<file path="src/rtl/uart_pkg.sv">
// -----------------------------------------------------------------------------
// uart_pkg
// Shared definitions for the UART receive path (and the transmit path, which
// uses the same baud divisor function so TxD can loop straight into RxD).
//   - rx_state_e      : receiver FSM states
//   - baud_divisor()  : round(clk_freq / (16 * baud)) for a 3-bit rate select
//   - OVERSAMPLE, MID_SAMPLE, DATA_BITS, DIV_WIDTH constants
// -----------------------------------------------------------------------------
package uart_pkg;

  localparam int OVERSAMPLE = 16;
  localparam int MID_SAMPLE = 8;
  localparam int DATA_BITS  = 8;
  localparam int DIV_WIDTH  = 15;
  localparam int DIV_MAX    = (1 << DIV_WIDTH) - 1;

  typedef enum logic [2:0] {
    IDLE,
    START,
    DATA,
    PARITY,
    STOP,
    WAIT_HIGH
  } rx_state_e;

  // Rate select: 000=300 ... 111=115200 baud. Result is rounded to nearest
  // and clamped into the divisor counter range.
  function automatic logic [DIV_WIDTH-1:0] baud_divisor(input logic [2:0] sel,
                                                        input int clk_freq);
    int baud;
    int div;
    case (sel)
      3'd0:    baud = 300;
      3'd1:    baud = 1200;
      3'd2:    baud = 4800;
      3'd3:    baud = 9600;
      3'd4:    baud = 19200;
      3'd5:    baud = 38400;
      3'd6:    baud = 57600;
      default: baud = 115200;
    endcase
    div = (clk_freq + (OVERSAMPLE / 2) * baud) / (OVERSAMPLE * baud);
    if (div < 1) begin
      div = 1;
    end else if (div > DIV_MAX) begin
      div = DIV_MAX;
    end
    return div[DIV_WIDTH-1:0];
  endfunction

endpackage

</file>
<file path="src/rtl/uart_rx_baud_gen.sv">
// -----------------------------------------------------------------------------
// uart_rx_baud_gen
// Divides the system clock down to the 16x oversampling tick. The counter is
// held at zero while clear_i is high, so the first tick after clear_i drops
// arrives exactly div_i clocks later, aligning tick phase to the start edge.
// Ports:
//   clk      in   system clock
//   reset    in   asynchronous active-low reset
//   clear_i  in   hold counter at zero, suppress tick
//   div_i    in   divisor (clocks per tick), 15 bits
//   tick_o   out  one-clock pulse every div_i clocks
// -----------------------------------------------------------------------------
module uart_rx_baud_gen
  import uart_pkg::*;
(
  input  logic                 clk,
  input  logic                 reset,
  input  logic                 clear_i,
  input  logic [DIV_WIDTH-1:0] div_i,
  output logic                 tick_o
);

  logic [DIV_WIDTH-1:0] count_q;
  logic [DIV_WIDTH-1:0] count_d;
  logic                 atEnd;

  assign atEnd  = (count_q == div_i - {{(DIV_WIDTH-1){1'b0}}, 1'b1});
  assign tick_o = !clear_i && atEnd;

  // Next count: restart on clear or at the end of each tick period.
  always_comb begin
    count_d = count_q + {{(DIV_WIDTH-1){1'b0}}, 1'b1};
    if (clear_i || atEnd) begin
      count_d = '0;
    end
  end

  always_ff @(posedge clk or negedge reset) begin
    if (!reset) begin
      count_q <= '0;
    end else begin
      count_q <= count_d;
    end
  end

endmodule

</file>
<file path="src/rtl/uart_receiver.sv">
// -----------------------------------------------------------------------------
// uart_receiver
// Receive half of the UART: deserialises 8-bit frames from RxD with 16x
// oversampling. Good bytes appear on Rx_DATA with a one-clock Rx_VALID strobe;
// bad stop bits pulse Rx_FERROR and parity mismatches pulse Rx_PERROR.
// Build option: define UART_RX_PARITY_EN for 8E1 frames (adds the PARITY
// state); otherwise frames are 8N1 and Rx_PERROR is tied low.
// Ports:
//   clk          in   system clock (rising edge)
//   reset        in   asynchronous active-low reset
//   baud_select  in   3-bit rate select (000=300 ... 111=115200)
//   Rx_EN        in   receiver enable; low aborts and holds IDLE
//   RxD          in   asynchronous serial input, idles high
//   Rx_DATA      out  last good byte
//   Rx_VALID     out  one-clock good-frame strobe
//   Rx_FERROR    out  one-clock framing-error strobe
//   Rx_PERROR    out  one-clock parity-error strobe
//   Rx_BUSY      out  high whenever the FSM is not IDLE
// -----------------------------------------------------------------------------
module uart_receiver
  import uart_pkg::*;
#(
  parameter int CLK_FREQ = 100_000_000
) (
  input  logic       clk,
  input  logic       reset,
  input  logic [2:0] baud_select,
  input  logic       Rx_EN,
  input  logic       RxD,
  output logic [7:0] Rx_DATA,
  output logic       Rx_VALID,
  output logic       Rx_FERROR,
  output logic       Rx_PERROR,
  output logic       Rx_BUSY
);

  localparam logic [3:0] TICK_MID  = 4'(MID_SAMPLE - 1);
  localparam logic [3:0] TICK_LAST = 4'(OVERSAMPLE - 1);
  localparam logic [2:0] BIT_LAST  = 3'(DATA_BITS - 1);

  rx_state_e            state_q;
  logic [1:0]           sync_q;
  logic [3:0]           tickCount_q;
  logic [2:0]           bitCount_q;
  logic [7:0]           shiftReg_q;
  logic [DIV_WIDTH-1:0] divLatched_q;
  logic [DIV_WIDTH-1:0] divSelect;
  logic [7:0]           rxData_q;
  logic                 rxValid_q;
  logic                 rxFerror_q;
  logic                 lineSync;
  logic                 baudTick;
  logic                 baudClear;
`ifdef UART_RX_PARITY_EN
  logic                 parityBad_q;
  logic                 rxPerror_q;
`endif

  // Two-flop synchroniser; both stages reset to the idle line level.
  always_ff @(posedge clk or negedge reset) begin
    if (!reset) begin
      sync_q <= 2'b11;
    end else begin
      sync_q <= {sync_q[0], RxD};
    end
  end

  assign lineSync = sync_q[1];

  // Divisor lookup; every call has constant arguments so this is a constant mux.
  always_comb begin
    divSelect = baud_divisor(3'd7, CLK_FREQ);
    case (baud_select)
      3'd0: divSelect = baud_divisor(3'd0, CLK_FREQ);
      3'd1: divSelect = baud_divisor(3'd1, CLK_FREQ);
      3'd2: divSelect = baud_divisor(3'd2, CLK_FREQ);
      3'd3: divSelect = baud_divisor(3'd3, CLK_FREQ);
      3'd4: divSelect = baud_divisor(3'd4, CLK_FREQ);
      3'd5: divSelect = baud_divisor(3'd5, CLK_FREQ);
      3'd6: divSelect = baud_divisor(3'd6, CLK_FREQ);
      3'd7: divSelect = baud_divisor(3'd7, CLK_FREQ);
      default: divSelect = baud_divisor(3'd7, CLK_FREQ);
    endcase
  end

  // Holding the tick generator clear through IDLE means it restarts on the
  // very edge that detects the start bit.
  assign baudClear = (state_q == IDLE) || !Rx_EN;

  uart_rx_baud_gen u_baud_gen (
    .clk     (clk),
    .reset   (reset),
    .clear_i (baudClear),
    .div_i   (divLatched_q),
    .tick_o  (baudTick)
  );

  // Receiver FSM with registered strobes. Strobes default low every cycle so
  // each one lasts exactly one clock.
  always_ff @(posedge clk or negedge reset) begin
    if (!reset) begin
      state_q      <= IDLE;
      tickCount_q  <= '0;
      bitCount_q   <= '0;
      shiftReg_q   <= '0;
      divLatched_q <= baud_divisor(3'd7, CLK_FREQ);
      rxData_q     <= '0;
      rxValid_q    <= 1'b0;
      rxFerror_q   <= 1'b0;
`ifdef UART_RX_PARITY_EN
      parityBad_q  <= 1'b0;
      rxPerror_q   <= 1'b0;
`endif
    end else begin
      rxValid_q  <= 1'b0;
      rxFerror_q <= 1'b0;
`ifdef UART_RX_PARITY_EN
      rxPerror_q <= 1'b0;
`endif
      if (!Rx_EN) begin
        state_q     <= IDLE;
        tickCount_q <= '0;
        bitCount_q  <= '0;
      end else begin
        case (state_q)
          IDLE: begin
            if (!lineSync) begin
              divLatched_q <= divSelect;
              tickCount_q  <= '0;
              bitCount_q   <= '0;
              state_q      <= START;
            end
          end
          // Re-check the line half a bit in to reject glitches.
          START: begin
            if (baudTick) begin
              if (tickCount_q == TICK_MID) begin
                tickCount_q <= '0;
                state_q     <= lineSync ? IDLE : DATA;
              end else begin
                tickCount_q <= tickCount_q + 4'd1;
              end
            end
          end
          DATA: begin
            if (baudTick) begin
              tickCount_q <= tickCount_q + 4'd1;
              if (tickCount_q == TICK_LAST) begin
                shiftReg_q <= {lineSync, shiftReg_q[7:1]};
                bitCount_q <= bitCount_q + 3'd1;
                if (bitCount_q == BIT_LAST) begin
`ifdef UART_RX_PARITY_EN
                  state_q <= PARITY;
`else
                  state_q <= STOP;
`endif
                end
              end
            end
          end
`ifdef UART_RX_PARITY_EN
          // Even parity: data plus parity bit must XOR to zero.
          PARITY: begin
            if (baudTick) begin
              tickCount_q <= tickCount_q + 4'd1;
              if (tickCount_q == TICK_LAST) begin
                parityBad_q <= ^{shiftReg_q, lineSync};
                state_q     <= STOP;
              end
            end
          end
`endif
          // Framing error outranks parity error; one strobe per frame.
          STOP: begin
            if (baudTick) begin
              tickCount_q <= tickCount_q + 4'd1;
              if (tickCount_q == TICK_LAST) begin
                if (!lineSync) begin
                  rxFerror_q <= 1'b1;
                  state_q    <= WAIT_HIGH;
`ifdef UART_RX_PARITY_EN
                end else if (parityBad_q) begin
                  rxPerror_q <= 1'b1;
                  state_q    <= IDLE;
`endif
                end else begin
                  rxData_q  <= shiftReg_q;
                  rxValid_q <= 1'b1;
                  state_q   <= IDLE;
                end
              end
            end
          end
          // A held-low line (break) must not retrigger start detection.
          WAIT_HIGH: begin
            if (lineSync) begin
              state_q <= IDLE;
            end
          end
          default: begin
            state_q <= IDLE;
          end
        endcase
      end
    end
  end

  assign Rx_DATA   = rxData_q;
  assign Rx_VALID  = rxValid_q;
  assign Rx_FERROR = rxFerror_q;
  assign Rx_BUSY   = (state_q != IDLE);
`ifdef UART_RX_PARITY_EN
  assign Rx_PERROR = rxPerror_q;
`else
  assign Rx_PERROR = 1'b0;
`endif

endmodule

</file>
<file path="config.mk">
export PLATFORM = sky130hd
export DESIGN_NAME = uart_receiver
export DESIGN_NICKNAME = d
export VERILOG_FILES = /design/src/rtl/uart_pkg.sv /design/src/rtl/uart_rx_baud_gen.sv /design/src/rtl/uart_receiver.sv
export SDC_FILE = /design/constraint.sdc
export NUM_CORES = 1
export LEC_CHECK = 0
export BUFFER_PORTS_ARGS = -buffer_cell sky130_fd_sc_hd__buf_2
export CAP_MARGIN = 5
export CELL_PAD_IN_SITES_DETAIL_PLACEMENT = 0
export CELL_PAD_IN_SITES_GLOBAL_PLACEMENT = 2
export CORE_UTILIZATION = 37
export CTS_BUF_LIST = sky130_fd_sc_hd__clkbuf_8
export CTS_CLUSTER_DIAMETER = 120
export CTS_CLUSTER_SIZE = 24
export DETAILED_ROUTE_END_ITERATION = 8
export PLACE_DENSITY = 0.75
export SETUP_SLACK_MARGIN = 0.02
export SLEW_MARGIN = 0
export SYNTH_ARGS = -nofsm -noshare
export SYNTH_HDL_FRONTEND = slang
export SYNTH_SLANG_ARGS = --single-unit
export TNS_END_PERCENT = 100
</file>
<file path="constraint.sdc">
create_clock -name clk -period 3.3 [get_ports clk]
set_clock_uncertainty 0.05 [all_clocks]
set_input_delay 0.495 -clock clk [delete_from_list [all_inputs] [get_ports clk]]
set_output_delay 0.495 -clock clk [all_outputs]
set_load 0.03 [all_outputs]
</file>
==> impl_results.rst <==
.. list-table::
   :header-rows: 1

   * - Metric
     - Value
   * - TritonCTS clock tree
     - built
   * - Destination of the worst register-to-register timing path
     - Rx_DATA[0]
   * - Synthesized instance count
     - 339
   * - Count of antenna diodes in the layout
     - 0
   * - Depth of the critical timing path with buffers and inverters included
     - 8
   * - Vias in the first global route
     - 2395
   * - Synthesized area divided by synthesized cell count
     - 9.90 um^2
   * - Yosys top cell area share
     - 0.388
   * - Growth of design area from synthesis to finish
     - 16.1%
   * - Largest cells by area after synthesis
     - sky130_fd_sc_hd__dfrtp_1, sky130_fd_sc_hd__mux2_1, sky130_fd_sc_hd__dfstp_2
   * - Critical register-to-register path startpoint
     - divLatched_q[0]
   * - Worst slew pin tran
     - 1060 ps
   * - Clock input transition at the sequential cells of the worst setup and hold paths
     - 70 ps
   * - Clk Latency, worst-skew pair
     - 340 ps
   * - Final number of hold-violating endpoints
     - 0
   * - Largest fanout on the critical path
     - 8
   * - Max IR drop VDD
     - 0.193 mV
   * - RSZ-0062 raised after global routing
     - yes
   * - Chip Width
     - 97.2 um
   * - Post-detail-place hpwl
     - 5030 um
   * - Starting density of the core
     - 0.383
   * - Post-DR wirelength/cell
     - 14.2 um
   * - Clock root buffer master
     - sky130_fd_sc_hd__clkbuf_8
   * - Layout cell share with drive strength beyond 1
     - 0.194
   * - Pwr per Cell Area
     - 451 nW/um^2
   * - # Max-Cap Violations
     - 0
   * - Largest net degree at the start of global routing
     - 48
   * - Util after Layout
     - 0.444
   * - Number of antenna-violating nets in the routed design
     - 0
   * - Die outline area
     - 9450 um^2
   * - Asr flop ratio synth
     - 1.00
   * - Final standard cell area without fillers
     - 3890 um^2
   * - Pre-CTS setup slack
     - 19.4 ps
   * - Chip Height
     - 97.2 um
   * - Hold/Removal Path Class
     - input pin to register
   * - Maximum clock frequency
     - 320 MHz
   * - Flop and latch count out of synthesis
     - 58
   * - Primary FF master, synth
     - sky130_fd_sc_hd__dfrtp_1
   * - Core ar.
     - 8760 um^2
   * - Startpoint of the worst setup timing path
     - divLatched_q[0]
   * - Number of synthesis warnings
     - 0
   * - EDFF count, synth
     - 0
   * - Category of cells accounting for the largest share of critical-path delay
     - simple AND/OR/NAND/NOR gates
   * - Drt pass-1 iters
     - 4
   * - Post-Route WL
     - 6850 um
   * - Pleak
     - 1.79 nW
   * - End of the critical path
     - Rx_DATA[0]
   * - Crit path buf inv count
     - 1
   * - Clock Path Buffers
     - 2
   * - TritonCTS Sinks
     - 58
   * - Data required time of the worst path
     - 3470 ps
   * - Total track usage
     - 0.160
   * - Detail-routed via count per cell
     - 5.04
   * - Via count
     - 2440
   * - Depth of the CTS H-tree
     - 3
   * - Type of element capturing the critical path
     - register
   * - Critical Path Source Type
     - register
   * - Net count of the finished layout
     - 390
   * - First-pass GRT wire length
     - 12000 um
   * - Total I/O pin count
     - 19
   * - Share of the clock period used by the worst path after layout
     - 0.948
   * - Count of cell types in the netlist
     - 61
   * - Syn Std Cell Area
     - 3360 um^2
   * - Outcome
     - completed
   * - Slowest cell on the critical path
     - sky130_fd_sc_hd__or4_4
   * - Net count after synthesis
     - 358
   * - Min cycle time layout
     - 3130 ps
   * - Sequential area share after synthesis
     - 0.435
   * - Max-slew violations
     - 0
   * - Total of buffers placed on input and output ports
     - 17
   * - Number of buffers created by CTS
     - 9
   * - Slew Limit Headroom
     - 0.290
   * - Cell area after placement
     - 3640 um^2
   * - Setup TNS after final layout
     - 0 ps
   * - Yosys top cell by area
     - sky130_fd_sc_hd__dfrtp_1
   * - R2r worst-path depth
     - 8
   * - Critical path data arrival time
     - 3290 ps
   * - Number of antenna violations at the first check in global routing
     - 0
   * - Finish-stage setup viols
     - 0
   * - 1st-iter DRT viols
     - 78
   * - Critical path cell sequence
     - or4_4 > or4_1 > a211o_1 > a22o_4 > nor4_4 > and4_1 > buf_6 > mux2_1
   * - Internal reg-to-reg setup slack
     - 170 ps
   * - GPL Wtd Cong
     - 0.834
   * - Remaining Overflow, GRT
     - 0
   * - PnR worst setup slack
     - 172 ps
   * - Crit Path Class
     - register to register
   * - Number of placement rows
     - 34
   * - Critical Path Max Stage Delay
     - 520 ps
   * - Post-route DRC
     - 0
synthesized netlist by cell type (all sizes together), types with 2 or more instances:
cell type and count:
nor2b 9, a21o 3, dfrtp 52, mux2i 4
a211oi 4, nand2 26, xnor2 15, o2bb2ai 2
a21boi 2, xor2 13, nor3 8, nor2 38
buf 7, dfstp 6, ha 12, or4 2
nor4 6, o21ai 15, and3 5, a2111oi 2
inv 15, o22ai 2, nand3 13, or3b 2
and4 2, o21a 3, o31ai 3, nor3b 4
a21oi 5, clkbuf 8, or2 2, nand2b 7
mux2 18, or3 5, nand4 3, a211o 2
power breakdown:
group / leakage [nW] / internal, W / switching [W]
clock network: 0.0945 / 0.000369 / 0.000301
logic: 0.915 / 0.000136 / 0.000170
registers: 0.778 / 0.000748 / 0.0000352
cells in the final DEF (no fill, tap or decap), types with 4 or more instances in the layout:
cell                       synthesis  layout
sky130_fd_sc_hd__dfrtp_1          52      52
sky130_fd_sc_hd__nor2_1           38      38
sky130_fd_sc_hd__nand2_1          26      26
sky130_fd_sc_hd__mux2_1           17      17
sky130_fd_sc_hd__buf_2             2      17
sky130_fd_sc_hd__buf_4             3      17
sky130_fd_sc_hd__inv_1            15      15
sky130_fd_sc_hd__xnor2_1          15      15
sky130_fd_sc_hd__o21ai_0          15      15
sky130_fd_sc_hd__nand3_1          13      13
sky130_fd_sc_hd__xor2_1           13      12
sky130_fd_sc_hd__ha_1             12      12
sky130_fd_sc_hd__clkbuf_8          0      10
sky130_fd_sc_hd__nor2b_1           9       9
sky130_fd_sc_hd__nor3_1            7       7
sky130_fd_sc_hd__nand2b_1          7       7
sky130_fd_sc_hd__dfstp_2           6       6
sky130_fd_sc_hd__or3_1             5       5
sky130_fd_sc_hd__and3_1            5       5
sky130_fd_sc_hd__a21oi_1           5       5
sky130_fd_sc_hd__nor4_1            4       4
sky130_fd_sc_hd__mux2i_1           4       4
sky130_fd_sc_hd__a211oi_1          4       4
final cells by class:
type                            count  area, um^2
Fill cell                         854        4870
Multi-Input combinational cell    251        1800
Sequential cell                    58        1460
Timing Repair Buffer               36         244
Clock buffer                       10         138
Tap cell                          108         135
Clock inverter                      6        66.3
Inverter                           15        56.3
state kept, by name, summed over array words and instances (netlist names):
name / flops
sync_q: 2
Rx_FERROR: 1
divLatched_q: 13
Rx_DATA: 8
u_baud_gen.count_q: 15
shiftReg_q: 8
Rx_VALID: 1
bitCount_q: 3
state_q: 3
tickCount_q: 4
layer usage:
metal  up-vias  track usage  wire length (um)
li1       1238            -                 -
met1      1170        0.211              3390
met2        24        0.255              3240
met3         8       0.0410               153
met4         0       0.0577                72
met5         -            0                 0
how the worst min path moves through the flow:
stage               from    endpoint  slack [ps]  cells past startpoint
2_1_floorplan      reset  Rx_DATA[0]         150                      0
3_3_place_gp   sync_q[0]   sync_q[1]         300                      0
3_5_place_dp   sync_q[0]   sync_q[1]         300                      0
4_1_cts              RxD   sync_q[0]         190                      1
5_1_grt              RxD   sync_q[0]         180                      1
6_report             RxD   sync_q[0]         210                      1
stage by stage:
stage	power [W]	hold slack [ps]	std cells
CTS	0.00178	189	482
detailed placement	0.00109	303	466
floorplan	0.000993	149	339
global placement	0.00109	305	466
finish	0.00176	206	484
global route	0.00186	182	484
cells by family after synthesis:
family | count (synthesis) | share of synthesized area
other | 1 | 0.00112
buffers and inverters | 30 | 0.0399
multiplexers | 22 | 0.0723
XOR/XNOR | 29 | 0.0798
AND/OR/NAND/NOR | 136 | 0.218
AO/OA/AOI/OAI | 50 | 0.107
flip-flops | 58 | 0.435
adder cells (fa/ha/maj) | 13 | 0.0477
repair_timing:
item | 4_1_cts | 5_1_grt
endpoints found under the setup margin | 1 | 33
hold buffers | 0 | 0
gates resized for setup | 1 | 6
pin swaps | 0 | 2
buffers inserted | 0 | 2
Power figures use the tool's default switching activity.
